===== config.mk =====
export PLATFORM = sky130hd
export DESIGN_NAME = a2d_conv_seq
export DESIGN_NICKNAME = d
export VERILOG_FILES = /design/src/rtl/a2d_seq_pkg.sv /design/src/rtl/a2d_slot_avg.sv /design/src/rtl/a2d_conv_seq.sv
export SDC_FILE = /design/constraint.sdc
export NUM_CORES = 1
export LEC_CHECK = 0
export CAP_MARGIN = 5
export CORE_MARGIN = 4
export CORE_UTILIZATION = 47
export DETAILED_ROUTE_END_ITERATION = 10
export PLACE_DENSITY = 0.9
export RECOVER_POWER = 50
export REMOVE_ABC_BUFFERS = 1
export SLEW_MARGIN = 20
export SYNTH_ARGS = -nofsm -noshare
export SYNTH_HDL_FRONTEND = slang
export SYNTH_SLANG_ARGS = --single-unit

===== constraint.sdc =====
create_clock -name clk -period 2.3 [get_ports clk]
set_clock_uncertainty 0.1 [all_clocks]
set_input_delay 0.23 -clock clk [delete_from_list [all_inputs] [get_ports clk]]
set_output_delay 0.23 -clock clk [all_outputs]
set_load 0.05 [all_outputs]

===== src/rtl/a2d_seq_pkg.sv =====
`default_nettype none
// =============================================================================
// Module   : a2d_seq_pkg
// Brief    : Shared types, slot/channel map and command builder for the A2D
//            conversion scheduler (optional averaging macro: A2D_SEQ_AVG_EN).
// Revision : 1.0
// =============================================================================
package a2d_seq_pkg;

    typedef enum logic [1:0] {
        IDLE = 2'd0,
        CMD  = 2'd1,
        GAP  = 2'd2,
        RD   = 2'd3
    } state_t;

    localparam int C_NUM_SLOTS  = 4;
    localparam int C_SAMP_W     = 12;
    localparam int C_ACC_W      = 14;
    localparam int C_AVG_DEPTH  = 4;
    localparam int C_TMR_W_FAST = 10;
    localparam int C_TMR_W_SLOW = 16;

    // Slot 0..3 -> A2D channel 0,1,3,4 (BATT, CURR, BRAKE, TORQUE)
    localparam logic [C_NUM_SLOTS-1:0][2:0] C_SLOT_CHNL = {3'd4, 3'd3, 3'd1, 3'd0};

    function automatic logic [15:0] cmd_word(input logic [1:0] slot);
        return {2'b00, C_SLOT_CHNL[slot], 11'h000};
    endfunction

endpackage
`default_nettype wire


===== src/rtl/a2d_slot_avg.sv =====
`default_nettype none
// =============================================================================
// Module   : a2d_slot_avg
// Brief    : Per-slot result register; with A2D_SEQ_AVG_EN defined it holds a
//            4-sample history and outputs the running mean.
// Revision : 1.0
// =============================================================================
module a2d_slot_avg
    import a2d_seq_pkg::*;
(
    input  logic                clk,
    input  logic                rst_n,
    input  logic                cap_i,
    input  logic [C_SAMP_W-1:0] samp_i,
    output logic [C_SAMP_W-1:0] res_o
);

`ifdef A2D_SEQ_AVG_EN
    logic [C_SAMP_W-1:0] hist_q [C_AVG_DEPTH];
    logic [C_ACC_W-1:0]  acc_q;

    // Accumulator always equals the sum of the history, so the subtraction never underflows.
    always_ff @(posedge clk) begin
        if (!rst_n) begin
            acc_q <= '0;
            for (int i = 0; i < C_AVG_DEPTH; i++) hist_q[i] <= '0;
        end else if (cap_i) begin
            acc_q     <= acc_q - C_ACC_W'(hist_q[C_AVG_DEPTH-1]) + C_ACC_W'(samp_i);
            hist_q[0] <= samp_i;
            for (int i = 1; i < C_AVG_DEPTH; i++) hist_q[i] <= hist_q[i-1];
        end
    end

    assign res_o = acc_q[C_ACC_W-1 -: C_SAMP_W];
`else
    logic [C_SAMP_W-1:0] res_q;

    always_ff @(posedge clk) begin
        if (!rst_n)     res_q <= '0;
        else if (cap_i) res_q <= samp_i;
    end

    assign res_o = res_q;
`endif

endmodule
`default_nettype wire


===== src/rtl/a2d_conv_seq.sv =====
`default_nettype none
// =============================================================================
// Module   : a2d_conv_seq
// Brief    : Round-robin SPI A2D scheduler for BATT/CURR/BRAKE/TORQUE; optional
//            4-sample averaging selected by macro A2D_SEQ_AVG_EN.
// Revision : 1.0
// =============================================================================
module a2d_conv_seq
    import a2d_seq_pkg::*;
#(
    parameter int FAST_SIM = 1,
    parameter int GAP_CYC  = 2
) (
    input  logic        clk,
    input  logic        rst_n,
    output logic        wrt,
    output logic [15:0] cmd,
    input  logic        done,
    input  logic [15:0] resp,
    output logic [11:0] batt,
    output logic [11:0] curr,
    output logic [11:0] brake,
    output logic [11:0] torque,
    output logic        cnv_cmplt,
    output logic [1:0]  cnv_ch
);

    localparam int C_TMR_W    = (FAST_SIM != 0) ? C_TMR_W_FAST : C_TMR_W_SLOW;
    localparam int C_GAP_W    = (GAP_CYC > 1) ? $clog2(GAP_CYC) : 1;
    localparam int C_GAP_LAST = (GAP_CYC > 0) ? GAP_CYC - 1 : 0;

    logic [C_TMR_W-1:0]     tmr_q;
    state_t                 state_q, state_d;
    logic [1:0]             slot_q, slot_d;
    logic [C_GAP_W-1:0]     gap_cnt_q, gap_cnt_d;
    logic                   wrt_q, wrt_d;
    logic [15:0]            cmd_q, cmd_d;
    logic                   cmplt_q, cmplt_d;
    logic [1:0]             ch_q, ch_d;
    logic [C_NUM_SLOTS-1:0] w_cap;
    logic                   w_wrap;
    logic [C_SAMP_W-1:0]    w_res [C_NUM_SLOTS];
    logic [3:0]             w_resp_unused;

    assign w_resp_unused = resp[15:12];
    // The timer reaching all-ones means it wraps to 0 on this edge.
    assign w_wrap = &tmr_q;

    always_comb begin
        state_d   = state_q;
        slot_d    = slot_q;
        gap_cnt_d = gap_cnt_q;
        wrt_d     = 1'b0;
        cmd_d     = cmd_q;
        cmplt_d   = 1'b0;
        ch_d      = ch_q;
        w_cap     = '0;
        case (state_q)
            IDLE: begin
                if (w_wrap) begin
                    wrt_d   = 1'b1;
                    cmd_d   = cmd_word(slot_q);
                    state_d = CMD;
                end
            end
            CMD: begin
                if (done) begin
                    gap_cnt_d = '0;
                    state_d   = GAP;
                end
            end
            GAP: begin
                if (gap_cnt_q == C_GAP_W'(C_GAP_LAST)) begin
                    wrt_d   = 1'b1;
                    cmd_d   = 16'h0000;
                    state_d = RD;
                end else begin
                    gap_cnt_d = gap_cnt_q + C_GAP_W'(1);
                end
            end
            RD: begin
                if (done) begin
                    w_cap[slot_q] = 1'b1;
                    cmplt_d       = 1'b1;
                    ch_d          = slot_q;
                    if (slot_q == 2'd3) begin
                        slot_d  = 2'd0;
                        state_d = IDLE;
                    end else begin
                        slot_d  = slot_q + 2'd1;
                        wrt_d   = 1'b1;
                        cmd_d   = cmd_word(slot_q + 2'd1);
                        state_d = CMD;
                    end
                end
            end
            default: state_d = IDLE;
        endcase
    end

    always_ff @(posedge clk) begin
        if (!rst_n) begin
            tmr_q     <= '0;
            state_q   <= IDLE;
            slot_q    <= 2'd0;
            gap_cnt_q <= '0;
            wrt_q     <= 1'b0;
            cmd_q     <= 16'h0000;
            cmplt_q   <= 1'b0;
            ch_q      <= 2'd0;
        end else begin
            tmr_q     <= tmr_q + C_TMR_W'(1);
            state_q   <= state_d;
            slot_q    <= slot_d;
            gap_cnt_q <= gap_cnt_d;
            wrt_q     <= wrt_d;
            cmd_q     <= cmd_d;
            cmplt_q   <= cmplt_d;
            ch_q      <= ch_d;
        end
    end

    for (genvar g = 0; g < C_NUM_SLOTS; g++) begin : g_slot
        a2d_slot_avg u_slot (
            .clk    (clk),
            .rst_n  (rst_n),
            .cap_i  (w_cap[g]),
            .samp_i (resp[C_SAMP_W-1:0]),
            .res_o  (w_res[g])
        );
    end

    assign wrt       = wrt_q;
    assign cmd       = cmd_q;
    assign cnv_cmplt = cmplt_q;
    assign cnv_ch    = ch_q;
    assign batt      = w_res[0];
    assign curr      = w_res[1];
    assign brake     = w_res[2];
    assign torque    = w_res[3];

endmodule
`default_nettype wire


# Yosys cells after proc, flatten, opt, wreduce, memory -nomap -nowiden
# Index checks and enable logic that the tools add are counted.
[totals]
elab_cells = 66
output_inout_bits = 68
in_bits = 19
reg_bits = 83
[op_classes]
n_reduce_logical = 10
add_sub_neg = 3
muxes = 29
eq_ne = 9
magnitude_cmp = 3
[op_table]
columns = ["operator", "count"]
rows = [
  ["16-bit 2-to-1 mux", 4],
  ["16-bit case mux with 3 select lines", 1],
  ["3-bit binary-select mux with 2-bit select", 2],
  ["10-bit by 1-bit adder with 10-bit output (second input constant)", 1],
  ["2-bit 2-to-1 mux", 5],
  ["2-bit inequality test (second input constant)", 5],
  ["10-bit AND reduction", 1],
  ["1-bit 2-to-1 mux", 9],
  ["4-bit 2-to-1 mux", 2],
  ["2-bit case mux with 4 select lines", 1],
  ["2-bit == test (second input constant)", 3],
  ["2-bit by 3-bit < comparator with 1-bit output (second input constant)", 2],
  ["3-bit 2-to-1 mux", 2],
  ["2-bit AND reduction", 3],
  ["5-bit AND reduction", 1],
  ["4-bit AND reduction", 1],
  ["1-bit case mux with 3 select lines", 1],
  ["3-bit nonzero test", 1],
  ["2-bit by 1-bit adder with 2-bit output (second input constant)", 1],
  ["1-bit demux with 2-bit select", 1],
  ["2-bit by 1-bit == test with 1-bit output (second input constant)", 1],
  ["2-bit by 1-bit >= comparator with 1-bit output (second input constant)", 1],
  ["2-bit logical NOT", 1],
  ["1-bit case mux with 2 select lines", 1],
  ["3 further kinds", 3],
]

# Longest topological paths before layout
[depth]
ltp_word = 6
depth_mapped = 7
ltp_nobuf = 6

# Modules after synthesis
# Synthesis repeated with hierarchy kept, for this count alone.
[unflattened]
hier_cells = 295
hier_area_um2 = 3057.9
[modules_own_cells]
columns = ["module", "seq_area_each_um2", "n_inst", "area_per_inst_um2", "cells_per_inst"]
rows = [
  ["a2d_slot_avg", 240.2, 4, 450.4, 38],
  ["a2d_conv_seq", 440.4, 1, 1256.2, 143],
]

# Worst setup path after synthesis
# OpenSTA, ideal clock, no wires.
[synth_timing]
path_type = "register to register"
start = "reg state_q[0]"
end = "reg cmd_q[12] (netlist: cmd[12])"
stages_incl_launch_ff = 7
synth_period_minus_slack_ps = 1805
arrival_time_ps = 1586
n_path_buf = 0
slack_ps = 495
t_required_ps = 2081
setup_ps = 119
path_cell_list = "dfxtp_1 inv_1 ha_1 or2_2 a2bb2oi_1 and3_4 o221a_2"
[synth_between]
elab_chain_len = 3
elab_cells_between_ends = 10
classes_between = "eq/ne: 6; mux: 1; reduce/logical: 3"
[synth_rtl]
columns = ["element", "line_no", "source"]
rows = [
  ["from (decl)", "a2d_conv_seq.sv:33", "state_t state_q, state_d;"],
  ["from (signal assigned)", "a2d_conv_seq.sv:113", "state_q <= state_d;"],
  ["2-bit == test or 2-bit logical NOT (tied branches)", "a2d_conv_seq.sv:58", "case (state_q)"],
  ["2-bit inequality test (no source line) or 3-bit nonzero test (tied branches)", "--", ""],
  ["5-bit AND reduction (no source line)", "--", ""],
  ["to (signal assigned)", "a2d_conv_seq.sv:117", "cmd_q <= cmd_d;"],
  ["to (decl)", "a2d_conv_seq.sv:37", "logic [15:0] cmd_q, cmd_d;"],
]
# Several ways; a longest one is shown, not always the timed one.
# A chain may end at the register's enable or synchronous reset.

# Worst setup path in the final report
[layout_timing]
start = "in rst_n"
end = "reg g_slot[1].u_slot.res_q[6]"
[layout_lines]
columns = ["element", "line_no", "source"]
rows = [
  ["from (decl)", "a2d_conv_seq.sv:15", "input logic rst_n,"],
  ["to (signal assigned)", "a2d_slot_avg.sv:40", "else if (cap_i) res_q <= samp_i;"],
  ["to (decl)", "a2d_slot_avg.sv:36", "logic [C_SAMP_W-1:0] res_q;"],
]
# No word-level cell between the ends.

==> results.py <==
metrics = {
    "placement": {
        "placed_area_sq_um": 3600,
        "placement.io_buffers": 69,
        "place_inst": 484,
        "place_congestion": 0.824,
        "hpwl_mm": 5.18,
    },
    "sta": {
        "worstMarginPinSlew_ns": 0.547,
        "timing.setup.tns_ns": 0,
        "max_freq_ghz": 0.509,
        "finalSetupViolCount": 0,
        "hold_viol": 0,
        "max_slew_margin_pct": 63.3,
        "fin_crit_ns": 1.97,
        "rsz0062_at_grt": "no",
        "slew_violations": 0,
        "fin_crit_sh_pct": 85.4,
    },
    "worst_hold_path": {
        "hold_start": "g_slot[1].u_slot.res_o[10]$_SDFFE_PN0P_",
        "hp-class": "reg2reg",
        "hold_end": "g_slot[1].u_slot.res_o[10]$_SDFFE_PN0P_",
        "whs_path_depth": 2,
    },
    "floorplan": {
        "start_util_pct": 48.6,
        "pin_count": 87,
        "rows": 28,
        "fp.dieH_microns": 86.4,
        "die_w_microns": 86.4,
        "die_area_sq_um": 7470,
        "fp.coreArea_sq_um": 5960,
    },
    "worst_setup_path": {
        "r2r_end": "cmd[12]$_SDFFE_PN0P_",
        "r2r-start": "state_q[0]$_SDFFE_PN0P_",
        "path_class": "in2reg",
        "slowest_stage": "dlygate4sd3_1",
        "crit_fanout": 47,
        "crit_buf_inv": 3,
        "reg2reg_depth": 6,
        "cp_data_arrival_time_ns": 2.13,
        "cp.required_ns": 2.46,
        "crit_chain": "dlygate4sd3_1 -> clkinv_1 -> clkbuf_4 -> a21oi_1",
        "r2r_slack_ns": 0.33,
        "crit_family": "buffers and inverters",
        "slowest_delay_ns": 0.63,
        "end_kind": "flop",
        "critPathLaunchType": "input port",
    },
    "clocking": {
        "htreeDepth": 3,
        "clk_latency_ns": 0.35,
        "cts.reportedPaths.clkPinSlew_ns": 0.08,
        "clkSinkCount": 70,
        "cts_root_buf": "clkbuf_8",
        "cts.repair.resized": 0,
        "cts_inserted_buffers": 9,
        "cts_buffer_depth": 2,
        "holdBufCountCts": 0,
        "cts_tree": "yes",
        "post_cts_buffers": 0,
    },
    "power_and_ir_drop": {
        "power_leakage_nw": 1.42,
        "p_per_area_nw_per_um2": 711,
        "power.internal_w": 0.00193,
        "swShare_pct": 28.5,
        "ir_drop_mv": 0.533,
        "comb_power_share_pct": 15.4,
        "p_seq_share_pct": 47.3,
        "p_switching_w": 0.000769,
        "p_clk_share_pct": 37.3,
    },
    "synth": {
        "synth_top_area_share_pct": 48.5,
        "yosys_register_bits": 70,
        "yosys.area.top_type": "dfxtp_1",
        "syn_inst": 354,
        "synth_commonest_cells": "nand2_1, dfxtp_1, a21oi_1",
        "syn_avg_cell_area_sq_um": 8.17,
        "synth_most_common_cell": "nand2_1",
        "synthFlopType": "dfxtp_1",
        "synth-async-reset-ratio_pct": 0,
        "yosysUniqueCellTypes": 36,
        "synth_area_sq_um": 2890,
        "synth_area_leaders": "dfxtp_1, nand2_1, a21oi_1",
        "yosysWarnings": 0,
        "synth_edf_count": 0,
        "synth_seq_area_share_pct": 48.5,
    },
    "drt": {
        "ant_nets": 0,
        "postRouteWirelength_mm": 7.19,
        "vias_per_cell": 5.24,
        "first_pass_iters": 4,
        "drc": 0,
        "drt-initial-drc-count": 191,
        "wl_per_cell_microns": 14.4,
        "vias": 2620,
    },
    "run_status": {
        "status": "finished clean",
    },
    "cells_and_area": {
        "final_nets": 451,
        "diodes": 0,
        "stdcell_count": 500,
        "layout-drive-gt1-share_pct": 7.06,
        "final_cell_area_sq_um": 3790,
        "syn2layout_area_growth_pct": 31.2,
    },
    "global_route": {
        "antenna_found_initial": 0,
        "grt_first_pass_wirelength_mm": 11.7,
        "grt-ovfl-total": 0,
        "track_usage_pct": 19.9,
        "grt_max_degree": 48,
        "grt_pass1_vias": 2500,
    },
    "run": {
        "cap_violations": 0,
    },
}
==> how the worst max path moves through the flow <==
stage	startpoint	end	depth (start not counted)	slack, ns
finish	rst_n	g_slot[1].u_slot.res_o[6]$_SDFFE_PN0P_	4	0.33
global route	rst_n	g_slot[2].u_slot.res_o[2]$_SDFFE_PN0P_	4	0.17
CTS	state_q[0]$_SDFFE_PN0P_	cmd[13]$_SDFFE_PN0P_	6	0.35
detailed placement	rst_n	state_q[0]$_SDFFE_PN0P_	4	0.25
global placement	rst_n	state_q[0]$_SDFFE_PN0P_	4	0.34
floorplan	state_q[0]$_SDFFE_PN0P_	cmd[12]$_SDFFE_PN0P_	6	0.48
==> registers in the layout, summed over array words and instances (netlist names) <==
| register | count |
|---|---|
| tmr_q | 10 |
| slot_q | 2 |
| cmd | 3 |
| state_q | 2 |
| cnv_ch | 2 |
| gap_cnt_q | 1 |
| g_slot.u_slot.res_o | 48 |
| wrt | 1 |
| cnv_cmplt | 1 |
==> area by class of cell <==
type,instances,area [sq um]
clock inverters,6,70.1
clock buffers,10,138
repair buffers,73,721
well taps,75,93.8
flip-flops and latches,70,1400
inverters,6,22.5
fillers,491,2160
multi-input cells,260,1350
==> metrics by stage <==
| step | hold WS (ns) | setup slack [ns] | total power [W] | util [%] |
|---|---|---|---|---|
| 2_1_floorplan | 0.252 | 0.481 | 0.00159 | - |
| 3_3_place_gp | 0.327 | 0.337 | 0.00171 | 60.4 |
| 3_5_place_dp | 0.346 | 0.251 | 0.00172 | 60.4 |
| 4_1_cts | 0.357 | 0.354 | 0.00272 | 63.9 |
| 5_1_grt | 0.376 | 0.175 | 0.00280 | 63.7 |
| 6_report | 0.352 | 0.335 | 0.00270 | 63.7 |
==> cells by family (layout without fill, tap and decap cells) <==
| family | Yosys count | count (layout) | synth area share (%) |
|---|---|---|---|
| xor+xnor | 5 | 5 | 1.51 |
| fa+ha+maj | 12 | 12 | 5.19 |
| flops | 70 | 70 | 48.5 |
| mux | 1 | 1 | 0.346 |
| compound gates | 80 | 80 | 15.9 |
| simple gates | 149 | 149 | 21.9 |
| other cells | 1 | 13 | 0.130 |
| buf+inv | 36 | 95 | 6.49 |
==> cell usage in the layout (no fill, tap or decap), types with 2 or more instances in the layout <==
| master | instances |
|---|---|
| o211ai_1 | 2 |
| or3_2 | 2 |
| conb_1 | 13 |
| ha_1 | 12 |
| buf_4 | 3 |
| a211oi_1 | 2 |
| nand2b_1 | 4 |
| o221a_2 | 2 |
| inv_1 | 5 |
| clkinvlp_4 | 3 |
| dfxtp_1 | 70 |
| a31oi_1 | 2 |
| dlygate4sd3_1 | 32 |
| nor3_1 | 3 |
| clkdlybuf4s50_1 | 37 |
| o21ai_0 | 8 |
| xnor2_1 | 2 |
| nand3_1 | 6 |
| clkbuf_8 | 10 |
| xor2_1 | 3 |
| a21boi_0 | 2 |
| and3_1 | 3 |
| nand2_1 | 111 |
| a21oi_1 | 57 |
| nor2_1 | 13 |
==> routing by layer <==
metal / global-route usage, % / vias to the layer above / share of wire (%)
li1: - / 1276 / -
met1: 22.8 / 1222 / 38
met2: 36.0 / 111 / 51
met3: 3.99 / 11 / 9.2
met4: 8.07 / 0 / 1.5
met5: 0 / - / 0
==> power groups by stage <==
stage | Sequential [W] | Combinational, W | Clock [W]
2_1_floorplan | 0.00137 | 0.000212 | 0
3_3_place_gp | 0.00130 | 0.000402 | 0
3_5_place_dp | 0.00130 | 0.000416 | 0
4_1_cts | 0.00128 | 0.000419 | 0.00102
5_1_grt | 0.00128 | 0.000448 | 0.00108
6_report | 0.00128 | 0.000414 | 0.00101
==> worst register-to-register path, stage by stage (launching register included) <==
cell and delay, ns:
dfxtp_1 0.39, inv_1 0.12, ha_1 0.29, or2_2 0.34, a2bb2oi_1 0.15, and3_4 0.19
o221a_2 0.26
No activity file was read; power rests on OpenSTA's default activity.
